File: config.mk
export PLATFORM = sky130hd
export DESIGN_NAME = multicycle_ctrl_fsm
export DESIGN_NICKNAME = d
export VERILOG_FILES = /design/src/rtl/ctrl_pkg.sv /design/src/rtl/ctrl_step_counter.sv /design/src/rtl/multicycle_ctrl_fsm.sv
export SDC_FILE = /design/constraint.sdc
export NUM_CORES = 1
export LEC_CHECK = 0
export CAP_MARGIN = 20
export CORE_MARGIN = 2
export CORE_UTILIZATION = 43
export DETAILED_ROUTE_END_ITERATION = 10
export PLACE_DENSITY = 0.86
export SLEW_MARGIN = 20
export SYNTH_ARGS = -nofsm -noshare
export SYNTH_HDL_FRONTEND = slang
export SYNTH_SLANG_ARGS = --single-unit
File: constraint.sdc
create_clock -name clk -period 1.8 [get_ports clk]
set_input_delay 0.27 -clock clk [delete_from_list [all_inputs] [get_ports clk]]
set_output_delay 0.27 -clock clk [all_outputs]
set_load 0.02 [all_outputs]
File: src/rtl/ctrl_pkg.sv
`default_nettype none
// ============================================================================
//  Module      : ctrl_pkg
//  Description : Shared types and constants for the multi-cycle MIPS32
//                control unit: state encoding, instruction class codes,
//                immediate-extension selects and the control strobe bundle.
//  Revision    : 1.0 - initial release
// ============================================================================
package ctrl_pkg;

    // Controller states, explicitly encoded in 3 bits
    typedef enum logic [2:0] {
        FETCH  = 3'd0,
        EXEC   = 3'd1,
        MEM_RD = 3'd2,
        MEM_WR = 3'd3,
        WB     = 3'd4,
        HALT   = 3'd5
    } ctrl_state_t;

    // Instruction class indices delivered by instruction_decoder
    localparam int CLS_ALU_R  = 1;
    localparam int CLS_ALU_I  = 2;
    localparam int CLS_ALU_U  = 3;
    localparam int CLS_ALU_S  = 4;
    localparam int CLS_LOAD   = 5;
    localparam int CLS_STORE  = 6;
    localparam int CLS_CMP_A  = 7;
    localparam int CLS_CMP_B  = 8;
    localparam int CLS_CMOV   = 9;
    localparam int CLS_HALT   = 10;
    localparam int CLS_NOP    = 11;
    localparam int CLS_JUMP   = 12;

    // Immediate-extension select encodings
    localparam logic [1:0] SEL_R_TYPE   = 2'b00;
    localparam logic [1:0] SEL_ZERO_EXT = 2'b01;
    localparam logic [1:0] SEL_UPPER    = 2'b11;
    localparam logic [1:0] SEL_SIGN_EXT = 2'b10;

    // Every datapath strobe driven by the controller
    typedef struct packed {
        logic       load_pc;
        logic       reset_pc;
        logic       en_imem;
        logic       load_ir;
        logic       rf_en;
        logic       rf_rd;
        logic       rf_wr;
        logic       src1;
        logic       src2;
        logic       sel_comp;
        logic       sel_pc;
        logic       is_branch;
        logic [1:0] sel_signal;
        logic       dmem_en;
        logic       dmem_we;
        logic       load_lmd;
        logic       write_data;
        logic       write_port;
        logic       halted;
        logic       instr_done;
        logic       illegal;
    } ctrl_bundle_t;

endpackage
`default_nettype wire

File: src/rtl/ctrl_step_counter.sv
`default_nettype none
// ============================================================================
//  Module      : ctrl_step_counter
//  Description : Saturating per-instruction step counter, plus an optional
//                memory wait counter that flags a timeout after MEM_TIMEOUT
//                cycles without a ready. The wait counter only exists when
//                the MEM_TIMEOUT_EN macro is defined.
//  Revision    : 1.0 - initial release
// ============================================================================
module ctrl_step_counter #(
    parameter int MEM_TIMEOUT = 64
) (
    input  logic       clk,
    input  logic       rst,
    input  logic       i_clear,
    input  logic       i_enable,
    input  logic       i_wait_en,
    output logic [3:0] o_step,
    output logic       o_timeout
);

    localparam logic [3:0] c_STEP_MAX = 4'd15;

    logic [3:0] r_step;

    // Step counter: cleared on instruction boundary, saturates at 15
    always_ff @(posedge clk) begin
        if (rst || i_clear) begin
            r_step <= 4'd0;
        end else if (i_enable && (r_step != c_STEP_MAX)) begin
            r_step <= r_step + 4'd1;
        end
    end

    assign o_step = r_step;

`ifdef MEM_TIMEOUT_EN
    localparam int c_WAIT_W = (MEM_TIMEOUT > 1) ? $clog2(MEM_TIMEOUT) : 1;
    localparam logic [c_WAIT_W-1:0] c_WAIT_LAST = c_WAIT_W'(MEM_TIMEOUT - 1);

    logic [c_WAIT_W-1:0] r_wait;

    // Wait counter: counts cycles spent in a memory state, idles at zero elsewhere
    always_ff @(posedge clk) begin
        if (rst || !i_wait_en) begin
            r_wait <= '0;
        end else if (r_wait != c_WAIT_LAST) begin
            r_wait <= r_wait + c_WAIT_W'(1);
        end
    end

    // The cycle holding the last allowed count is the final wait cycle
    assign o_timeout = i_wait_en && (r_wait == c_WAIT_LAST);
`else
    localparam int c_unused_timeout = MEM_TIMEOUT;
    logic w_unused_wait;

    assign w_unused_wait = i_wait_en;
    assign o_timeout     = 1'b0;
`endif

endmodule
`default_nettype wire

File: src/rtl/multicycle_ctrl_fsm.sv
`default_nettype none
// ============================================================================
//  Module      : multicycle_ctrl_fsm
//  Description : Multi-cycle control unit for the MIPS32 datapath. Drives
//                every datapath strobe from an explicit FSM with
//                configurable fetch latency, data-memory ready handshake,
//                halt/resume handshake and an instruction-done pulse.
//                Optional macro MEM_TIMEOUT_EN adds a memory wait timeout
//                that sets a sticky mem_err and parks the FSM in HALT.
//  Revision    : 1.0 - initial release
// ============================================================================
module multicycle_ctrl_fsm
    import ctrl_pkg::*;
#(
    parameter int FETCH_CYCLES = 3,
    parameter int CLASS_W      = 4,
    parameter int MEM_TIMEOUT  = 64
) (
    input  logic               clk,
    input  logic               reset_all,
    input  logic [CLASS_W-1:0] op_class,
    input  logic               mem_ready,
    input  logic               halt_resume,
    output logic               load_pc,
    output logic               reset_pc,
    output logic               en_imem,
    output logic               load_ir,
    output logic               rf_en,
    output logic               rf_rd,
    output logic               rf_wr,
    output logic               src1,
    output logic               src2,
    output logic               sel_comp,
    output logic               sel_pc,
    output logic               is_branch,
    output logic [1:0]         sel_signal,
    output logic               dmem_en,
    output logic               dmem_we,
    output logic               load_lmd,
    output logic               write_data,
    output logic               write_port,
    output logic               halted,
    output logic               instr_done,
    output logic               illegal,
    output logic               mem_err,
    output logic [3:0]         step
);

    localparam logic [3:0] c_FETCH_LAST = 4'(FETCH_CYCLES - 1);

    ctrl_state_t  r_state;
    ctrl_state_t  w_next_state;
    ctrl_bundle_t w_ctrl;
    ctrl_bundle_t w_out;
    logic [3:0]   w_step;
    logic         w_timeout;
    logic         w_in_mem;
    logic         w_clear_step;
    logic         w_set_mem_err;

    // State register; reset restarts the instruction in FETCH
    always_ff @(posedge clk) begin
        if (reset_all) begin
            r_state <= FETCH;
        end else begin
            r_state <= w_next_state;
        end
    end

    assign w_in_mem     = (r_state == MEM_RD) || (r_state == MEM_WR);
    assign w_clear_step = (w_next_state == FETCH) && (r_state != FETCH);

    ctrl_step_counter #(
        .MEM_TIMEOUT (MEM_TIMEOUT)
    ) u_step_counter (
        .clk       (clk),
        .rst       (reset_all),
        .i_clear   (w_clear_step),
        .i_enable  (1'b1),
        .i_wait_en (w_in_mem),
        .o_step    (w_step),
        .o_timeout (w_timeout)
    );

    // Next-state and strobe decode from current state and instruction class
    always_comb begin
        w_next_state  = r_state;
        w_ctrl        = '0;
        w_set_mem_err = 1'b0;
        case (r_state)
            FETCH: begin
                w_ctrl.en_imem = 1'b1;
                w_ctrl.load_ir = 1'b1;
                if (w_step == c_FETCH_LAST) begin
                    w_next_state = EXEC;
                end
            end
            EXEC: begin
                w_next_state      = FETCH;
                w_ctrl.instr_done = 1'b1;
                case (int'(op_class))
                    CLS_ALU_R, CLS_ALU_I, CLS_ALU_U, CLS_ALU_S: begin
                        w_ctrl.rf_en     = 1'b1;
                        w_ctrl.rf_wr     = 1'b1;
                        w_ctrl.src1      = 1'b1;
                        w_ctrl.src2      = 1'b1;
                        w_ctrl.is_branch = 1'b1;
                        w_ctrl.load_pc   = 1'b1;
                        w_ctrl.rf_rd     = (int'(op_class) != CLS_ALU_R);
                        w_ctrl.sel_pc    = (int'(op_class) == CLS_ALU_R);
                        case (int'(op_class))
                            CLS_ALU_I: w_ctrl.sel_signal = SEL_ZERO_EXT;
                            CLS_ALU_U: w_ctrl.sel_signal = SEL_UPPER;
                            CLS_ALU_S: w_ctrl.sel_signal = SEL_SIGN_EXT;
                            default:   w_ctrl.sel_signal = SEL_R_TYPE;
                        endcase
                    end
                    CLS_LOAD: begin
                        w_next_state      = MEM_RD;
                        w_ctrl.instr_done = 1'b0;
                    end
                    CLS_STORE: begin
                        w_next_state      = MEM_WR;
                        w_ctrl.instr_done = 1'b0;
                    end
                    CLS_CMP_A, CLS_CMP_B, CLS_CMOV: begin
                        w_ctrl.rf_en      = 1'b1;
                        w_ctrl.rf_rd      = 1'b1;
                        w_ctrl.rf_wr      = 1'b1;
                        w_ctrl.sel_comp   = 1'b1;
                        w_ctrl.load_pc    = 1'b1;
                        w_ctrl.src2       = (int'(op_class) == CLS_CMOV);
                        w_ctrl.write_port = (int'(op_class) == CLS_CMOV);
                    end
                    CLS_HALT: begin
                        // halt_resume is deliberately not looked at here
                        w_next_state      = HALT;
                        w_ctrl.instr_done = 1'b0;
                    end
                    CLS_NOP: begin
                        w_ctrl.load_pc = 1'b0;
                    end
                    CLS_JUMP: begin
                        w_ctrl.rf_en   = 1'b1;
                        w_ctrl.rf_rd   = 1'b1;
                        w_ctrl.sel_pc  = 1'b1;
                        w_ctrl.load_pc = 1'b1;
                    end
                    default: begin
                        // Unknown class behaves as a nop and flags itself
                        w_ctrl.illegal = 1'b1;
                    end
                endcase
            end
            MEM_RD: begin
                w_ctrl.rf_en      = 1'b1;
                w_ctrl.rf_rd      = 1'b1;
                w_ctrl.src2       = 1'b1;
                w_ctrl.dmem_en    = 1'b1;
                w_ctrl.load_lmd   = 1'b1;
                w_ctrl.is_branch  = 1'b1;
                w_ctrl.sel_signal = SEL_SIGN_EXT;
                if (mem_ready) begin
                    w_next_state = WB;
                end else if (w_timeout) begin
                    w_next_state  = HALT;
                    w_set_mem_err = 1'b1;
                end
            end
            WB: begin
                w_ctrl.rf_en      = 1'b1;
                w_ctrl.rf_wr      = 1'b1;
                w_ctrl.src2       = 1'b1;
                w_ctrl.write_data = 1'b1;
                w_ctrl.write_port = 1'b1;
                w_ctrl.load_pc    = 1'b1;
                w_ctrl.instr_done = 1'b1;
                w_next_state      = FETCH;
            end
            MEM_WR: begin
                w_ctrl.rf_en   = 1'b1;
                w_ctrl.rf_rd   = 1'b1;
                w_ctrl.src2    = 1'b1;
                w_ctrl.dmem_en = 1'b1;
                w_ctrl.dmem_we = 1'b1;
                if (mem_ready) begin
                    w_ctrl.load_pc    = 1'b1;
                    w_ctrl.instr_done = 1'b1;
                    w_next_state      = FETCH;
                end else if (w_timeout) begin
                    w_next_state  = HALT;
                    w_set_mem_err = 1'b1;
                end
            end
            HALT: begin
                w_ctrl.halted = 1'b1;
                if (halt_resume) begin
                    w_ctrl.load_pc    = 1'b1;
                    w_ctrl.instr_done = 1'b1;
                    w_next_state      = FETCH;
                end
            end
            default: begin
                w_next_state = FETCH;
            end
        endcase
    end

    // While reset is held only reset_pc is driven, regardless of state
    always_comb begin
        w_out = w_ctrl;
        if (reset_all) begin
            w_out          = '0;
            w_out.reset_pc = 1'b1;
        end
    end

`ifdef MEM_TIMEOUT_EN
    logic r_mem_err;

    // Sticky timeout flag, cleared only by reset_all
    always_ff @(posedge clk) begin
        if (reset_all) begin
            r_mem_err <= 1'b0;
        end else if (w_set_mem_err) begin
            r_mem_err <= 1'b1;
        end
    end

    assign mem_err = r_mem_err && !reset_all;
`else
    logic w_unused_mem_err;

    assign w_unused_mem_err = w_set_mem_err;
    assign mem_err          = 1'b0;
`endif

    assign load_pc    = w_out.load_pc;
    assign reset_pc   = w_out.reset_pc;
    assign en_imem    = w_out.en_imem;
    assign load_ir    = w_out.load_ir;
    assign rf_en      = w_out.rf_en;
    assign rf_rd      = w_out.rf_rd;
    assign rf_wr      = w_out.rf_wr;
    assign src1       = w_out.src1;
    assign src2       = w_out.src2;
    assign sel_comp   = w_out.sel_comp;
    assign sel_pc     = w_out.sel_pc;
    assign is_branch  = w_out.is_branch;
    assign sel_signal = w_out.sel_signal;
    assign dmem_en    = w_out.dmem_en;
    assign dmem_we    = w_out.dmem_we;
    assign load_lmd   = w_out.load_lmd;
    assign write_data = w_out.write_data;
    assign write_port = w_out.write_port;
    assign halted     = w_out.halted;
    assign instr_done = w_out.instr_done;
    assign illegal    = w_out.illegal;
    assign step       = reset_all ? 4'd0 : w_step;

endmodule
`default_nettype wire

==> flow_summary.json, run 1 <==
{
  "powerDensity_mw_per_mm2": 522,
  "die_x_um": 48.8,
  "grt-ovfl-total": 0,
  "crit_arrival_ns": 1.65,
  "path_class": "flop to output pin",
  "antenna_found_initial": 0,
  "cts-root-buf": "clkbuf_4",
  "met3_length_um": 166,
  "synth.distinct_cells": 46,
  "setup_slack_ns": -0.122,
  "peakVddDrop_uv": 447,
  "clk_pin_slew_ns": 0.05,
  "grt_use_total": 0.282,
  "syn-instance-count": 119,
  "r2r_cells": 5,
  "cts_max_path_buffers": 2,
  "drt-met1-wl_um": 1350,
  "drtIter0Drc": 36,
  "synthArstFlopShare": 0,
  "n_antenna_cell": 0,
  "yosysSeqAreaShare": 0.162,
  "grt_max_degree": 11,
  "layout.nets": 193,
  "cp_max_fo": 7,
  "fin_util": 0.816,
  "min_from": "u_step_counter.o_step[3]$_SDFFE_PP0P_",
  "cts_tree": "done",
  "initial_core_util": 0.450,
  "ys_seq_elements": 7,
  "top_layer_used": "met4",
  "synth_edf_count": 0,
  "cellLeakagePower_uw": 0.000723,
  "reg2reg_from": "r_state[1]$_SDFF_PP0_",
  "max_freq_mhz": 520,
  "grt_pass1_vias": 1146,
  "finalCriticalPeriod_ns": 1.92,
  "drv_cap": 0,
  "ant_nets": 0,
  "drive_above_1_share": 0.473,
  "yosysTopAreaCellShare": 0.162,
  "clk_latency_ns": 0.26,
  "die_h_um": 48.8,
  "syn_nets": 129,
  "fin_skew_ns": 0.00321,
  "drtPass1Iterations": 4,
  "htreeDepth": 1,
  "io_buffer_count": 33,
  "total_power_uw": 818,
  "wl_per_cell_um": 16.8,
  "hold_viol": 0,
  "drcViolationCount": 0,
  "outcome": "finished with violations",
  "clkSinkCount": 7,
  "layout_commonest_cell": "buf_4",
  "yosysWarnings": 0,
  "wl_met2_um": 1890,
  "cts_hold_buf": 0,
  "wirelength_um": 3510,
  "syn_area_per_cell_um2": 7.27,
  "maxSlewViolCount": 0,
  "rr_endpoint": "u_step_counter.o_step[2]$_SDFFE_PP0P_",
  "die-area_mm2": 0.00239,
  "rsz0062_at_grt": "yes",
  "place_congestion": 0.833,
  "core_mm2": 0.00192,
  "finalSetupViolations": 5,
  "violations": "negative setup slack",
  "min_delay_worst_endpoint": "u_step_counter.o_step[2]$_SDFFE_PP0P_",
  "synth_area_leaders": "dfxtp_1, nor2_1, a21oi_1, nand2b_1, nor2b_1",
  "synth-main-ff-cell": "dfxtp_1",
  "grt_pass1_wl_um": 5340,
  "synth_top_cell_by_area": "dfxtp_1",
  "start_kind": "flop",
  "layout_common_cells": "buf_4, nor2_1, dlygate4sd2_1, buf_6, a21oi_1",
  "worstPathRequired_ns": 1.53,
  "area_growth_pct": 81.3,
  "hold_depth": 2,
  "fin_hold_ws_ns": 0.566,
  "critPathCaptureType": "output pin",
  "dpl.hpwl_um": 2240,
  "finalCritPeriodShare": 1.07,
  "rows": 16,
  "reg2reg_slack_ns": 0.34,
  "cts_made_buffers": 3,
  "routed_via_density": 5.80,
  "io_pins": 35,
  "synth_area_um2": 865,
  "hp-class": "flop to flop",
  "routed-via-count": 1212
}
## registers in the layout, summed over array words and instances, names as in the netlist
name / count
u_step_counter.o_step: 4
r_state: 3
## per-layer routing
metal,global-route usage,vias to the layer above
met5,0,-
met4,0.0952,0
met3,0.0245,12
met2,0.548,58
met1,0.318,583
li1,-,559
## worst max-delay path by stage
stage,from,depth (start not counted),endpoint,slack (ns)
after floorplan,reset_all,6,is_branch,0.005
after global placement,reset_all,6,is_branch,-0.70
after detailed placement,reset_all,6,is_branch,-0.74
after CTS,r_state[0]$_SDFF_PP0_,5,is_branch,-0.09
after global routing,r_state[0]$_SDFF_PP0_,5,src2,-0.15
final,r_state[0]$_SDFF_PP0_,5,src2,-0.12
## cells in the mapped netlist (all sizes together), types with 2 or more instances
| master | count |
|---|---|
| clkbuf | 2 |
| a21o | 2 |
| nand4bb | 3 |
| nor3b | 4 |
| buf | 11 |
| nand3 | 2 |
| a31oi | 2 |
| ha | 2 |
| or3 | 4 |
| nand2 | 6 |
| o22a | 2 |
| nor2b | 6 |
| inv | 3 |
| xor2 | 3 |
| dfxtp | 7 |
| nor2 | 14 |
| nor3 | 8 |
| nand2b | 6 |
| a21oi | 9 |
## per-stage QoR
| step | TNS, ns | area [µm²] | cells | worst slack, ns |
|---|---|---|---|---|
| final | -0.352 | 1570 | 209 | -0.122 |
| after global routing | -0.691 | 1570 | 209 | -0.155 |
| after CTS | -0.179 | 1510 | 208 | -0.0890 |
| after detailed placement | -13.63 | 1430 | 200 | -0.744 |
| after global placement | -12.75 | 1430 | 200 | -0.701 |
| after floorplan | 0 | 888 | 119 | 0.00487 |
## timing repair
action	in CTS	in global routing
gates resized for setup	103	18
endpoints found under the setup margin	31	20
buffers inserted	4	1
pin swaps	10	5
## power breakdown
part	switching, µW	total, µW	internal [µW]
combinational	230	448	217
sequential	40.6	223	183
clock	62.3	147	84.9
## logic make-up (layout without fill, tap and decap cells)
kind of cell	after synthesis	count (layout)	share of synthesized area
AND/OR/NAND/NOR	61	61	0.431
adder cells (fa/ha/maj)	2	2	0.0289
AO/OA/AOI/OAI	28	28	0.229
XOR/XNOR	4	4	0.0405
other	1	1	0.00434
flip-flops	7	7	0.162
buffers and inverters	16	79	0.104
## critical path, stage by stage (launching register included)
cell     delay [ns]
dfxtp_4        0.36
buf_6          0.13
nor4b_4        0.14
a31o_2         0.26
or3_4          0.37
buf_6          0.14
## final cells by class
class                           instances  area (µm²)
Fill cell                             111         354
Inverter                                3        11.3
Multi-Input combinational cell         96         754
Timing Repair Buffer                   72         596
Sequential cell                         7         146
Tap cell                               27        33.8
Clock buffer                            4        26.3
No activity file was read; power rests on OpenSTA's default activity.
==> run 2: changes to the inputs <==
Clock period 1.8 ns to 2.2 ns, I/O delays scaled along.
==> flow_summary.json, run 2 (synthesis gave the netlist of run 1 again) <==
{
  "outcome": "complete, no violations",
  "place_congestion": 0.849,
  "grt-ovfl-total": 0,
  "cp_max_fo": 8,
  "initial_core_util": 0.450,
  "largest_reg_flops": 4,
  "reg2reg_from": "r_state[2]$_SDFF_PP0_",
  "drv_cap": 0,
  "start_kind": "flop",
  "dp_slack_ns": -0.478,
  "grt_pass1_vias": 1086,
  "critPathCaptureType": "output pin",
  "fillCellCount": 144,
  "antenna_found_initial": 0,
  "n_antenna_cell": 0,
  "grt_use_total": 0.247,
  "hold_viol": 0,
  "clk_latency_ns": 0.25,
  "cts_max_path_buffers": 2,
  "drive_above_1_share": 0.341,
  "die_x_um": 48.8,
  "layout.nets": 187,
  "area_growth_pct": 68.0,
  "cts_tree": "done",
  "cts-root-buf": "clkbuf_4",
  "regArea_um2": 140,
  "fin_area_mm2": 0.00145,
  "drcViolationCount": 0,
  "io_pins": 35,
  "layout_common_cells": "buf_4, nor2_1, clkdlybuf4s50_1, dlygate4sd2_1, a21oi_1",
  "grt_pass1_wl_um": 4730,
  "peakVddDrop_uv": 434,
  "tns_ns": 0,
  "drtPass1Iterations": 4,
  "clkSinkCount": 7,
  "wl_per_cell_um": 15.0,
  "clk_pin_slew_ns": 0.06,
  "crit_arrival_ns": 1.78,
  "wirelength_um": 3050,
  "routed-via-count": 1109,
  "cts_made_buffers": 3,
  "powerDensity_mw_per_mm2": 433,
  "io_buffer_count": 33,
  "worstPathRequired_ns": 1.87,
  "path_class": "flop to output pin",
  "layout_commonest_cell": "buf_4",
  "htreeDepth": 1,
  "grt_max_degree": 18,
  "maxSlewViolCount": 0,
  "die-area_mm2": 0.00239,
  "postPlaceCellArea_mm2": 0.00137,
  "finalSetupViolations": 0,
  "critPathLaunch": "r_state[2]$_SDFF_PP0_",
  "die_h_um": 48.8,
  "setup_slack_ns": 0.0863,
  "fin_skew_ns": 0.00541,
  "min_from": "reset_all",
  "total_power_uw": 629,
  "rows": 16,
  "core_mm2": 0.00192,
  "routed_via_density": 5.46,
  "drtIter0Drc": 14,
  "max_freq_mhz": 473,
  "finalCritPeriodShare": 0.961,
  "finalCriticalPeriod_ns": 2.11,
  "hp-class": "input pin to flop",
  "dpl.hpwl_um": 2140,
  "ant_nets": 0,
  "multi_input_area_um2": 681,
  "cellLeakagePower_uw": 0.000649
}
## run 2: cell count changes in the layout (fill, tap and decap cells not counted), moves of 3 or more
cell             delta
buf_4               -6
buf_6               -8
clkdlybuf4s50_1     +6
dfxtp_1             +3
nand2b_1            +4
nand2b_4            -4
## run 2: critical path: stages (launching register included)
cell             delay [ns]
dfxtp_1                0.52
nand2b_1               0.16
buf_4                  0.17
nor2_1                 0.07
clkdlybuf4s50_1        0.61
## run 2: worst paths after layout
check | cells after the start | endpoint | slack (ns)
max | 4 | halted | 0.09
min | 3 | r_state[0]$_SDFF_PP0_ | 0.47
max reg2reg | 5 | u_step_counter.o_step[2]$_SDFFE_PP0P_ | 0.67
min reg2reg | 2 | u_step_counter.o_step[2]$_SDFFE_PP0P_ | 0.56
## run 2: layout make-up
type	count	area share
multi-input combinational	96	0.469
inverter	3	0.00775
timing repair buffer	66	0.386
clock buffer	4	0.0181
sequential	7	0.0965
tap	27	0.0233
## run 2: routing by layer
layer	track usage	wire (µm)	vias to the layer above
met3	0.0399	166	11
met5	0	0	-
met4	0.100	125	0
met2	0.459	1550	41
li1	-	-	545
met1	0.278	1200	512
## run 2: power breakdown
group	total [µW]	internal [µW]	leakage, µW	switching [µW]
Combinational	336	164	0.000577	172
Sequential	174	147	0.0000571	27.4
Clock	119	69.4	0.0000150	49.7
## run 2: per-stage QoR
stage                     hold WS (ns)  std cells  utilization
after floorplan                  0.514        119            -
after global placement           0.533        195        0.712
after detailed placement         0.554        195        0.712
after CTS                        0.562        199        0.734
after global routing             0.470        203        0.756
final                            0.468        203        0.756
## run 2: what timing repair did
action / 4_1_cts / 5_1_grt
gates resized for setup: 51 / 17
pin swaps: 0 / 3
setup endpoints to repair: 19 / 14
hold endpoints to repair: 0 / 0
buffers inserted: 0 / 4
hold buffers: 0 / 0
